<file path="src/rtl/pri_encoder_seq.sv">
// Sequential priority encoder: captures a request vector and streams out the
// index of each set bit, one per accepted transfer, in LSB- or MSB-first order.
module pri_encoder_seq #(
  parameter int WIDTH     = 16,
  parameter int IDX_W     = $clog2(WIDTH),
  parameter bit MSB_FIRST = 1'b0
) (
  input  logic             clk,
  input  logic             rst,
  input  logic             in_valid,
  output logic             in_ready,
  input  logic [WIDTH-1:0] in_vec,
  output logic             out_valid,
  input  logic             out_ready,
  output logic [IDX_W-1:0] out_idx,
  output logic             out_last,
  output logic             none,
  output logic             busy
);

  typedef enum logic {IDLE, SCAN} state_t;

  state_t           state, state_n;
  logic [WIDTH-1:0] pend, pend_n;
  logic             none_r, none_n;
  logic [IDX_W-1:0] pick;
  logic             one_hot;
  logic             load, xfer;

  // Last match wins: scan toward the highest-priority end of the vector.
  always_comb begin
    pick = '0;
    for (int unsigned i = 0; i < WIDTH; i++) begin
      if (MSB_FIRST) begin
        if (pend[i]) pick = IDX_W'(i);
      end else begin
        if (pend[WIDTH-1-i]) pick = IDX_W'(WIDTH-1-i);
      end
    end
  end

  assign one_hot = (pend != '0) && ((pend & (pend - WIDTH'(1))) == '0);

  always_ff @(posedge clk) begin
    if (rst) begin
      state  <= IDLE;
      pend   <= '0;
      none_r <= 1'b0;
    end else begin
      state  <= state_n;
      pend   <= pend_n;
      none_r <= none_n;
    end
  end

  assign load = in_valid & in_ready;
  assign xfer = out_valid & out_ready;

  // A load on the same edge as the final transfer overrides the return to IDLE.
  always_comb begin
    state_n = state;
    pend_n  = pend;
    none_n  = 1'b0;
    if (xfer) begin
      pend_n = pend & ~(WIDTH'(1) << pick);
      if (out_last) state_n = IDLE;
    end
    if (load) begin
      if (in_vec != '0) begin
        pend_n  = in_vec;
        state_n = SCAN;
      end else begin
        pend_n  = '0;
        state_n = IDLE;
        none_n  = 1'b1;
      end
    end
  end

  always_comb begin
    out_valid = (state == SCAN);
    busy      = out_valid;
    out_idx   = out_valid ? pick : '0;
    out_last  = out_valid & one_hot;
    none      = none_r;
    in_ready  = (state == IDLE) | (out_valid & out_ready & out_last);
  end

endmodule

</file>
<file path="config.mk">
export PLATFORM = sky130hd
export DESIGN_NAME = pri_encoder_seq
export DESIGN_NICKNAME = d
export VERILOG_FILES = /design/src/rtl/pri_encoder_seq.sv
export SDC_FILE = /design/constraint.sdc
export NUM_CORES = 1
export LEC_CHECK = 0
export CORE_MARGIN = 2
export CORE_UTILIZATION = 45
export CTS_CLUSTER_DIAMETER = 60
export DETAILED_ROUTE_END_ITERATION = 16
export PLACE_DENSITY = 0.7
export SYNTH_ARGS = -nofsm -noshare
export SYNTH_HDL_FRONTEND = slang
export SYNTH_SLANG_ARGS = --single-unit
export TNS_END_PERCENT = 100
</file>
<file path="constraint.sdc">
create_clock -name clk -period 4.46 [get_ports clk]
set_input_delay 0.446 -clock clk [delete_from_list [all_inputs] [get_ports clk]]
set_output_delay 0.446 -clock clk [all_outputs]
set_load 0.01 [all_outputs]
</file>
==> flow_summary.ini, run 1 <==
[critical_path]
startpoint = pend[8]
cp.arrival_ns = 2.78
crit_path_end_kind = output port
crit_type = flip-flop to output port
r2r_start = pend[2]
r2r_cells = 6
crit_required_ns = 4.01
crit_path_max_fanout = 7
worst_setup_path_start_kind = flip-flop

[sta]
hold_viol_final = 0
worst_slack_ns = 1.24
finalSetupTns_ns = 0
fin_crit_ns = 3.22
max_slew.worst_pin.slew_ns = 0.828
fmax_mhz = 310
period_share_pct = 72.3
rsz0062_at_grt = false
finalSetupViolCount = 0
finClkSkew_ns = 0.00266
slew_viol_final = 0
max-slew-margin-rel_pct = 44.7

[grt]
track_usage_pct = 25.6
antenna_found_initial = 0
grt_max_degree = 13
gr-total-overflow = 0
grt_pass1_vias = 1312
grt_first_pass_wirelength_um = 6620

[clock_network]
root_buffer = clkbuf_4
clock_path_buffers = 2
clkSlewWorstSetupHoldPaths_ns = 0.11
cts_tree = done
cts_buffers = 3
post_cts_resize_count = 0
clkLatencyLatePin_ns = 0.30
htree_levels = 1
cts_setup_buffers = 0
postCtsHoldBufs = 0
cts.sinks = 18

[drt]
wire_per_inst_um = 18.7
ant_nets = 0
first_pass_iters = 4
wirelength_um = 4050
drt_iter0_drc = 100
dr_total_vias = 1445
vias_per_cell = 6.66
post-route-drc-count = 0

[pwr]
p_seq_share_pct = 39.3
p_sw_mw = 0.225
p_leak_nw = 0.562
pwr_density_cell_nw_per_um2 = 333
p_int_mw = 0.316
p_comb_share_pct = 45.0
switching_share_pct = 41.6
vdd_drop_max_uv = 169
p_clk_share_pct = 15.7

[min_path]
holdPathStages = 2
min_path_type = flip-flop to flip-flop
hp-start = pend[13]

[synthesis]
mappedNetlistArea_um2 = 1360
yosysMostFrequentCell = dfxtp_1
synth-seq-cells = 18
async_flop_share_pct = 0
avgSynthCellArea_um2 = 8.09
synth-main-ff-cell = dfxtp_1
ys_warn_count = 0
netlist_top_cells_count = dfxtp_1 (18), nor2_1 (15), o21ai_0 (14)
synth_cells = 168
yosys.area.top_type = dfxtp_1
synth_edf_count = 0
synthTopCellsByArea = dfxtp_1 (27%), a221o_1 (5.2%), o21ai_0 (5.2%)
synth_nets = 188
synth_top_area_share_pct = 26.5
synth_cell_types = 47
synth-seq-area-share_pct = 26.5

[floorplanning]
start_util_pct = 48.4
io_pins = 29
dieArea_um2 = 3480
core_area_um2 = 2810
die_w_um = 59.0
die_h_um = 59.0
rows = 19

[job]
cap_violations = 0

[finish]
nNetsFinal = 208
n_fill_cell = 270
stdcell_count = 217
diodes = 0
syn_to_final_growth_pct = 19.6
drive_gt1_share_pct = 8.60

[placed_design]
dpl.hpwl_um = 3080
place_congestion = 0.920
place_inst = 214
post-place-ws_ns = 1.61
io_buffers = 28

[run_status]
status = finished clean
==> path summary, 6_finish.rpt <==
kind | to | slack, ns
worst max-delay path | in_ready | 1.24
worst min-delay path | pend[13] | 0.62
worst max register to register | pend[7] | 1.65
worst min register to register | pend[13] | 0.62
==> state kept, by name (all words and copies together), names as in the netlist <==
name  cells
busy      1
none      1
pend     16
==> per-layer routing <==
metal	part of all wire, %	wire length [µm]	up-vias	global-route usage (%)
li1	-	-	693	-
met3	8.8	357	6	5.49
met5	0	0	-	0
met2	46	1860	69	38.4
met1	43	1760	677	37.1
met4	1.7	70	0	6.49
==> layout make-up <==
cell class | instances | area, µm² | share of cell area, %
repair buffers | 30 | 295 | 18.2
flip-flops and latches | 18 | 360 | 22.2
inverters | 11 | 41.3 | 2.54
well taps | 31 | 38.8 | 2.39
multi-input cells | 124 | 867 | 53.3
clock buffers | 3 | 22.5 | 1.39
==> cell usage in the layout, fill, tap and decap left out, drive strengths merged, types with 2 or more instances in the layout <==
cell and n:
a211oi 5, a21oi 3, a221o 7, a22o 7, a311oi 3, a41oi 2
and2 2, and3 2, buf 2, clkbuf 3, clkdlybuf4s50 28, dfxtp 18
inv 11, nand2 8, nand3 4, nor2 15, nor2b 4, nor3 11
nor4 10, o211ai 2, o21ai 14, o22ai 2, o311ai 2, o31ai 3
or4 3
==> stage by stage <==
step | area, µm² | total power [mW] | util, % | hold slack, ns
2_1_floorplan | 1360 | 0.377 | - | 0.511
3_3_place_gp | 1600 | 0.452 | 57.1 | 0.570
3_5_place_dp | 1600 | 0.453 | 57.1 | 0.591
4_1_cts | 1630 | 0.539 | 57.9 | 0.609
5_1_grt | 1630 | 0.580 | 57.9 | 0.672
6_report | 1630 | 0.542 | 57.9 | 0.617
==> power groups by stage <==
stage               sequential (mW)  clock (mW)  combinational [mW]
detailed placement            0.215           0               0.238
floorplan                     0.197           0               0.180
global placement              0.214           0               0.239
finish                        0.213      0.0850               0.244
global route                  0.216      0.0973               0.266
CTS                           0.211      0.0874               0.240
==> kinds of logic (layout without fill, tap and decap cells) <==
group | count (synthesis) | after routing | share of synthesized area [%]
muxes | 2 | 2 | 1.57
adders and majority gates | 1 | 1 | 0.737
AOI/OAI and AO/OA | 59 | 59 | 35.4
and+or+nand+nor | 62 | 62 | 26.2
buffers and inverters | 26 | 44 | 9.67
DFF | 18 | 18 | 26.5
==> critical path, stage by stage, from the launching register on <==
cell and delay [ns]:
dfxtp_1 0.40, nor4_2 0.55, a41oi_1 0.17, o21bai_1 0.28, o41ai_4 0.45, clkdlybuf4s50_1 0.62
(Power assumes the default switching activity.)
==> run 2, diff against run 1 <==
Settings changed: PLACE_DENSITY 0.7 to 0.73.
Clock period 4.46 ns to 2.8 ns, I/O delays scaled along.
==> run 2 against run 1 <==
Compared with the run above:
- critical path depth increased by 2
- non-clock buffer count rose by 10
- sequential power is 60% higher
- worst setup slack worse by 1.1 ns
- final area increased by 7.7%
- critical endpoint is now out_idx[0]
==> flow_summary.ini, run 2 (same netlist as run 1, synthesis figures left out) <==
[pwr]
p_comb_share_pct = 46.4
vdd_drop_max_uv = 375
p_leak_nw = 0.643
pwr_density_cell_nw_per_um2 = 545
p_int_mw = 0.566
p_clk_share_pct = 17.9
switching_share_pct = 40.7
p_seq_share_pct = 35.7
p_sw_mw = 0.388

[clock_network]
clock_path_buffers = 2
cts_tree = done
postCtsHoldBufs = 0
clkLatencyLatePin_ns = 0.31
cts.sinks = 18
htree_levels = 1
root_buffer = clkbuf_4
clkSlewWorstSetupHoldPaths_ns = 0.12
cts_buffers = 3

[critical_path]
crit_type = flip-flop to output port
crit_path_max_fanout = 5
path_cells = buf_4, nor2_1, a221o_1, a31oi_1, o21ai_0, nor2_1, clkdlybuf4s50_1
cp.buffers_inverters = 2
cp_slowest_stage_delay_ns = 0.54
worst_path_max_delay_cell = clkdlybuf4s50_1
crit_required_ns = 2.52
cp_num_cells = 7
cp_top_family = buffers and inverters
r2r_cells = 7
cp_common_cell = nor2_1
worst_setup_path_start_kind = flip-flop
crit_path_end_kind = output port
cp.arrival_ns = 2.40
regToRegSetupSlack_ns = 0.27

[floorplanning]
start_util_pct = 48.4
rows = 19
die_h_um = 59.0
core_area_um2 = 2810
io_pins = 29
die_w_um = 59.0
dieArea_um2 = 3480

[drt]
vias_per_cell = 6.78
drt_iter0_drc = 126
wirelength_um = 4330
ant_nets = 0
first_pass_iters = 5
dr_total_vias = 1545
wire_per_inst_um = 19.0
post-route-drc-count = 0

[finish]
syn_to_final_growth_pct = 28.8
diodes = 0
top_register = pend
n_fill_cell = 244
final_common_cell = clkdlybuf4s50_1
nNetsFinal = 218
drive_gt1_share_pct = 15.7
largest_reg_flops = 16
layout_common_cells = clkdlybuf4s50_1 (26), nor2_1 (15), dfxtp_1 (15)

[sta]
max-slew-margin-rel_pct = 57.4
slew_viol_final = 0
finClkSkew_ns = 0.0103
finalSetupTns_ns = 0
fin_crit_ns = 2.68
worst_slack_ns = 0.125
hold_viol_final = 0
fmax_mhz = 374
finalSetupViolCount = 0
period_share_pct = 95.6
max_slew.worst_pin.slew_ns = 0.637
rsz0062_at_grt = false

[min_path]
min_path_type = input port to flip-flop
holdPathStages = 3

[run_status]
status = finished clean

[grt]
track_usage_pct = 26.4
antenna_found_initial = 0
gr-total-overflow = 0
grt_first_pass_wirelength_um = 6990
grt_pass1_vias = 1380
grt_max_degree = 13

[placed_design]
post-place-ws_ns = 0.276
dpl.hpwl_um = 3260
io_buffers = 28
place_congestion = 0.887

[job]
cap_violations = 0
==> run 2: what timing repair did <==
item	CTS	global route
pin swaps	0	2
setup endpoints to repair	2	2
endpoints found under the hold margin	0	0
setup buffers	0	1
gates resized for setup	2	7
==> run 2: power by group through the flow <==
stage	clock network [mW]	registers, mW	logic, mW
2_1_floorplan	0	0.313	0.287
3_3_place_gp	0	0.337	0.415
3_5_place_dp	0	0.340	0.416
4_1_cts	0.173	0.334	0.421
5_1_grt	0.183	0.344	0.479
6_report	0.171	0.340	0.443
==> run 2: layout make-up <==
cell class	instances	area [µm²]	area share, %
flip-flops and latches	18	364	20.8
inverters	11	41.3	2.36
well taps	31	38.8	2.22
multi-input cells	124	898	51.3
clock buffers	4	36.3	2.07
repair buffers	40	372	21.2
==> run 2: metal layers <==
layer  track usage, %  up-vias  wire [µm]
met5                0        -          0
met4             9.09        0        110
met3             5.49       10        391
met2             38.6       78       1920
met1             38.2      739       1910
li1                 -      718          -
==> run 2: worst paths after layout <==
| kind | endpoint | from |
|---|---|---|
| hold reg to reg | pend[5] | pend[5] |
| setup reg to reg | pend[11] | pend[12] |
| hold / removal | pend[5] | in_vec[5] |
| setup / recovery | out_idx[0] | pend[5] |
==> run 2: worst min-delay path, stage by stage <==
cell,delay [ns]
clkdlybuf4s50_1,0.42
nand3_1,0.09
a21oi_1,0.05
==> run 2: stage by stage <==
step / std cells / hold slack [ns] / power [mW] / utilization (%) / cell area [µm²]
2_1_floorplan: 168 / 0.406 / 0.600 / - / 1360
3_3_place_gp: 223 / 0.563 / 0.752 / 59.5 / 1670
3_5_place_dp: 223 / 0.569 / 0.756 / 59.5 / 1670
4_1_cts: 227 / 0.575 / 0.928 / 61.0 / 1710
5_1_grt: 228 / 0.592 / 1.01 / 62.4 / 1750
6_report: 228 / 0.569 / 0.953 / 62.4 / 1750
==> run 3, diff against run 2 <==
Settings changed: GPL_ROUTABILITY_DRIVEN from default to 0, SLEW_MARGIN from default to 10.
==> run 3 against run 2 <==
Compared with the run above:
- sequential share of layout area up 0.23 points
- via count up 0.84%
- worst setup slack lost 0.012 ns
- register-to-register slack worse by 0.15 ns
- clock-buffer cell count unchanged
- utilization down 0.67 points
- final area shrank 1.1%
==> flow_summary.ini, run 3 (same netlist as run 1, synthesis figures left out) <==
[pwr]
pwr_density_cell_nw_per_um2 = 546
p_leak_nw = 0.642
vdd_drop_max_uv = 276

[grt]
grt_max_degree = 13
grt_first_pass_wirelength_um = 6900
antenna_found_initial = 0
track_usage_pct = 26.3
grt_pass1_vias = 1369
gr-total-overflow = 0

[critical_path]
crit_path_max_fanout = 7
cp_num_cells = 7
cp.buffers_inverters = 2
r2r_start = pend[2]
crit_required_ns = 2.52
worst_setup_path_start_kind = flip-flop
r2r_cells = 8
startpoint = pend[3]
cp_common_cell = nor2_1
worst_path_max_delay_cell = clkdlybuf4s50_1
regToRegSetupSlack_ns = 0.12
cp_top_family = compound AO/OA/AOI/OAI gates
crit_type = flip-flop to output port
cp.arrival_ns = 2.41
setup.worst_path.end = out_idx[0]
cp_slowest_stage_delay_ns = 0.55
crit-reg2reg-capture = pend[12]
crit_path_end_kind = output port
path_cells = buf_4, nor2_1, a221o_1, a31oi_1, o21ai_0, nor2_1, clkdlybuf4s50_1

[drt]
post-route-drc-count = 0
wirelength_um = 4400
wire_per_inst_um = 19.4
ant_nets = 0
drt_iter0_drc = 147
dr_total_vias = 1558
first_pass_iters = 5
vias_per_cell = 6.86

[sta]
rsz0062_at_grt = false
worst_slack_ns = 0.113
fin_crit_ns = 2.69
finClkSkew_ns = 0.0180
finalSetupTns_ns = 0
max-slew-margin-rel_pct = 59.3
hold_viol_final = 0
period_share_pct = 96.0
fmax_mhz = 372
max_slew.worst_pin.slew_ns = 0.603
finalSetupViolCount = 0
slew_viol_final = 0

[finish]
layout_common_cells = clkdlybuf4s50_1 (26), nor2_1 (15), dfxtp_1 (15)
n_fill_cell = 243
syn_to_final_growth_pct = 27.4
final_core_util_pct = 61.7
top_register = pend
multi_input_area_um2 = 891
largest_reg_flops = 16
drive_gt1_share_pct = 15.8
nNetsFinal = 217
diodes = 0
final_common_cell = clkdlybuf4s50_1
ff_latch_area_um2 = 364

[clock_network]
cts.sinks = 18
root_buffer = clkbuf_4
clkSlewWorstSetupHoldPaths_ns = 0.13
postCtsHoldBufs = 0
clkLatencyLatePin_ns = 0.31
cts_tree = done
htree_levels = 1
cts_buffers = 3
clock_path_buffers = 2

[floorplanning]
die_w_um = 59.0
io_pins = 29
rows = 19
die_h_um = 59.0
start_util_pct = 48.4
dieArea_um2 = 3480
core_area_um2 = 2810

[job]
cap_violations = 0

[placed_design]
post-place-ws_ns = 0.233
dpl.hpwl_um = 3180
io_buffers = 28

[run_status]
status = finished clean

[min_path]
min_path_type = input port to flip-flop
hp-start = in_vec[5]
## run 3: worst min path at each step
stage / cells after the start / endpoint
2_1_floorplan: 1 / pend[4]
3_3_place_gp: 2 / pend[13]
3_5_place_dp: 2 / pend[13]
4_1_cts: 3 / pend[5]
5_1_grt: 2 / pend[4]
6_report: 3 / pend[5]
## run 3: timing repair
action,4_1_cts,5_1_grt
setup endpoints to repair,2,5
setup buffers,1,0
hold endpoints to repair,0,0
pin swaps,2,0
gates resized for setup,4,6
## run 3: through the flow
stage	hold WS [ns]	cells	instance area (µm²)	power, mW
floorplan	0.406	168	1360	0.600
global placement	0.570	222	1660	0.737
detailed placement	0.616	222	1660	0.741
CTS	0.587	227	1720	0.921
global route	0.599	227	1730	0.986
finish	0.589	227	1730	0.945
## run 3: area by class of cell
type | count | area share [%]
clock buffer | 4 | 2.10
sequential | 18 | 21.0
multi-input combinational | 124 | 51.4
timing repair buffer | 39 | 20.8
tap | 31 | 2.24
inverter | 11 | 2.38
## run 3: tightest hold or removal path, stage by stage
cell	delay, ns
clkdlybuf4s50_1	0.43
nand3_1	0.10
a21oi_1	0.06
## run 3: metal layers
layer	vias up	wire length [µm]	GRT usage, %
met5	-	0	0
met4	0	189	10.1
met3	25	441	3.74
met2	118	1950	39.4
met1	701	1810	37.9
li1	714	-	-
## run 3: where the power goes
part           total (mW)  switching [mW]  internal (mW)
clock               0.172          0.0924         0.0794
combinational       0.441           0.249          0.192
sequential          0.332          0.0497          0.283
total               0.945           0.391          0.554
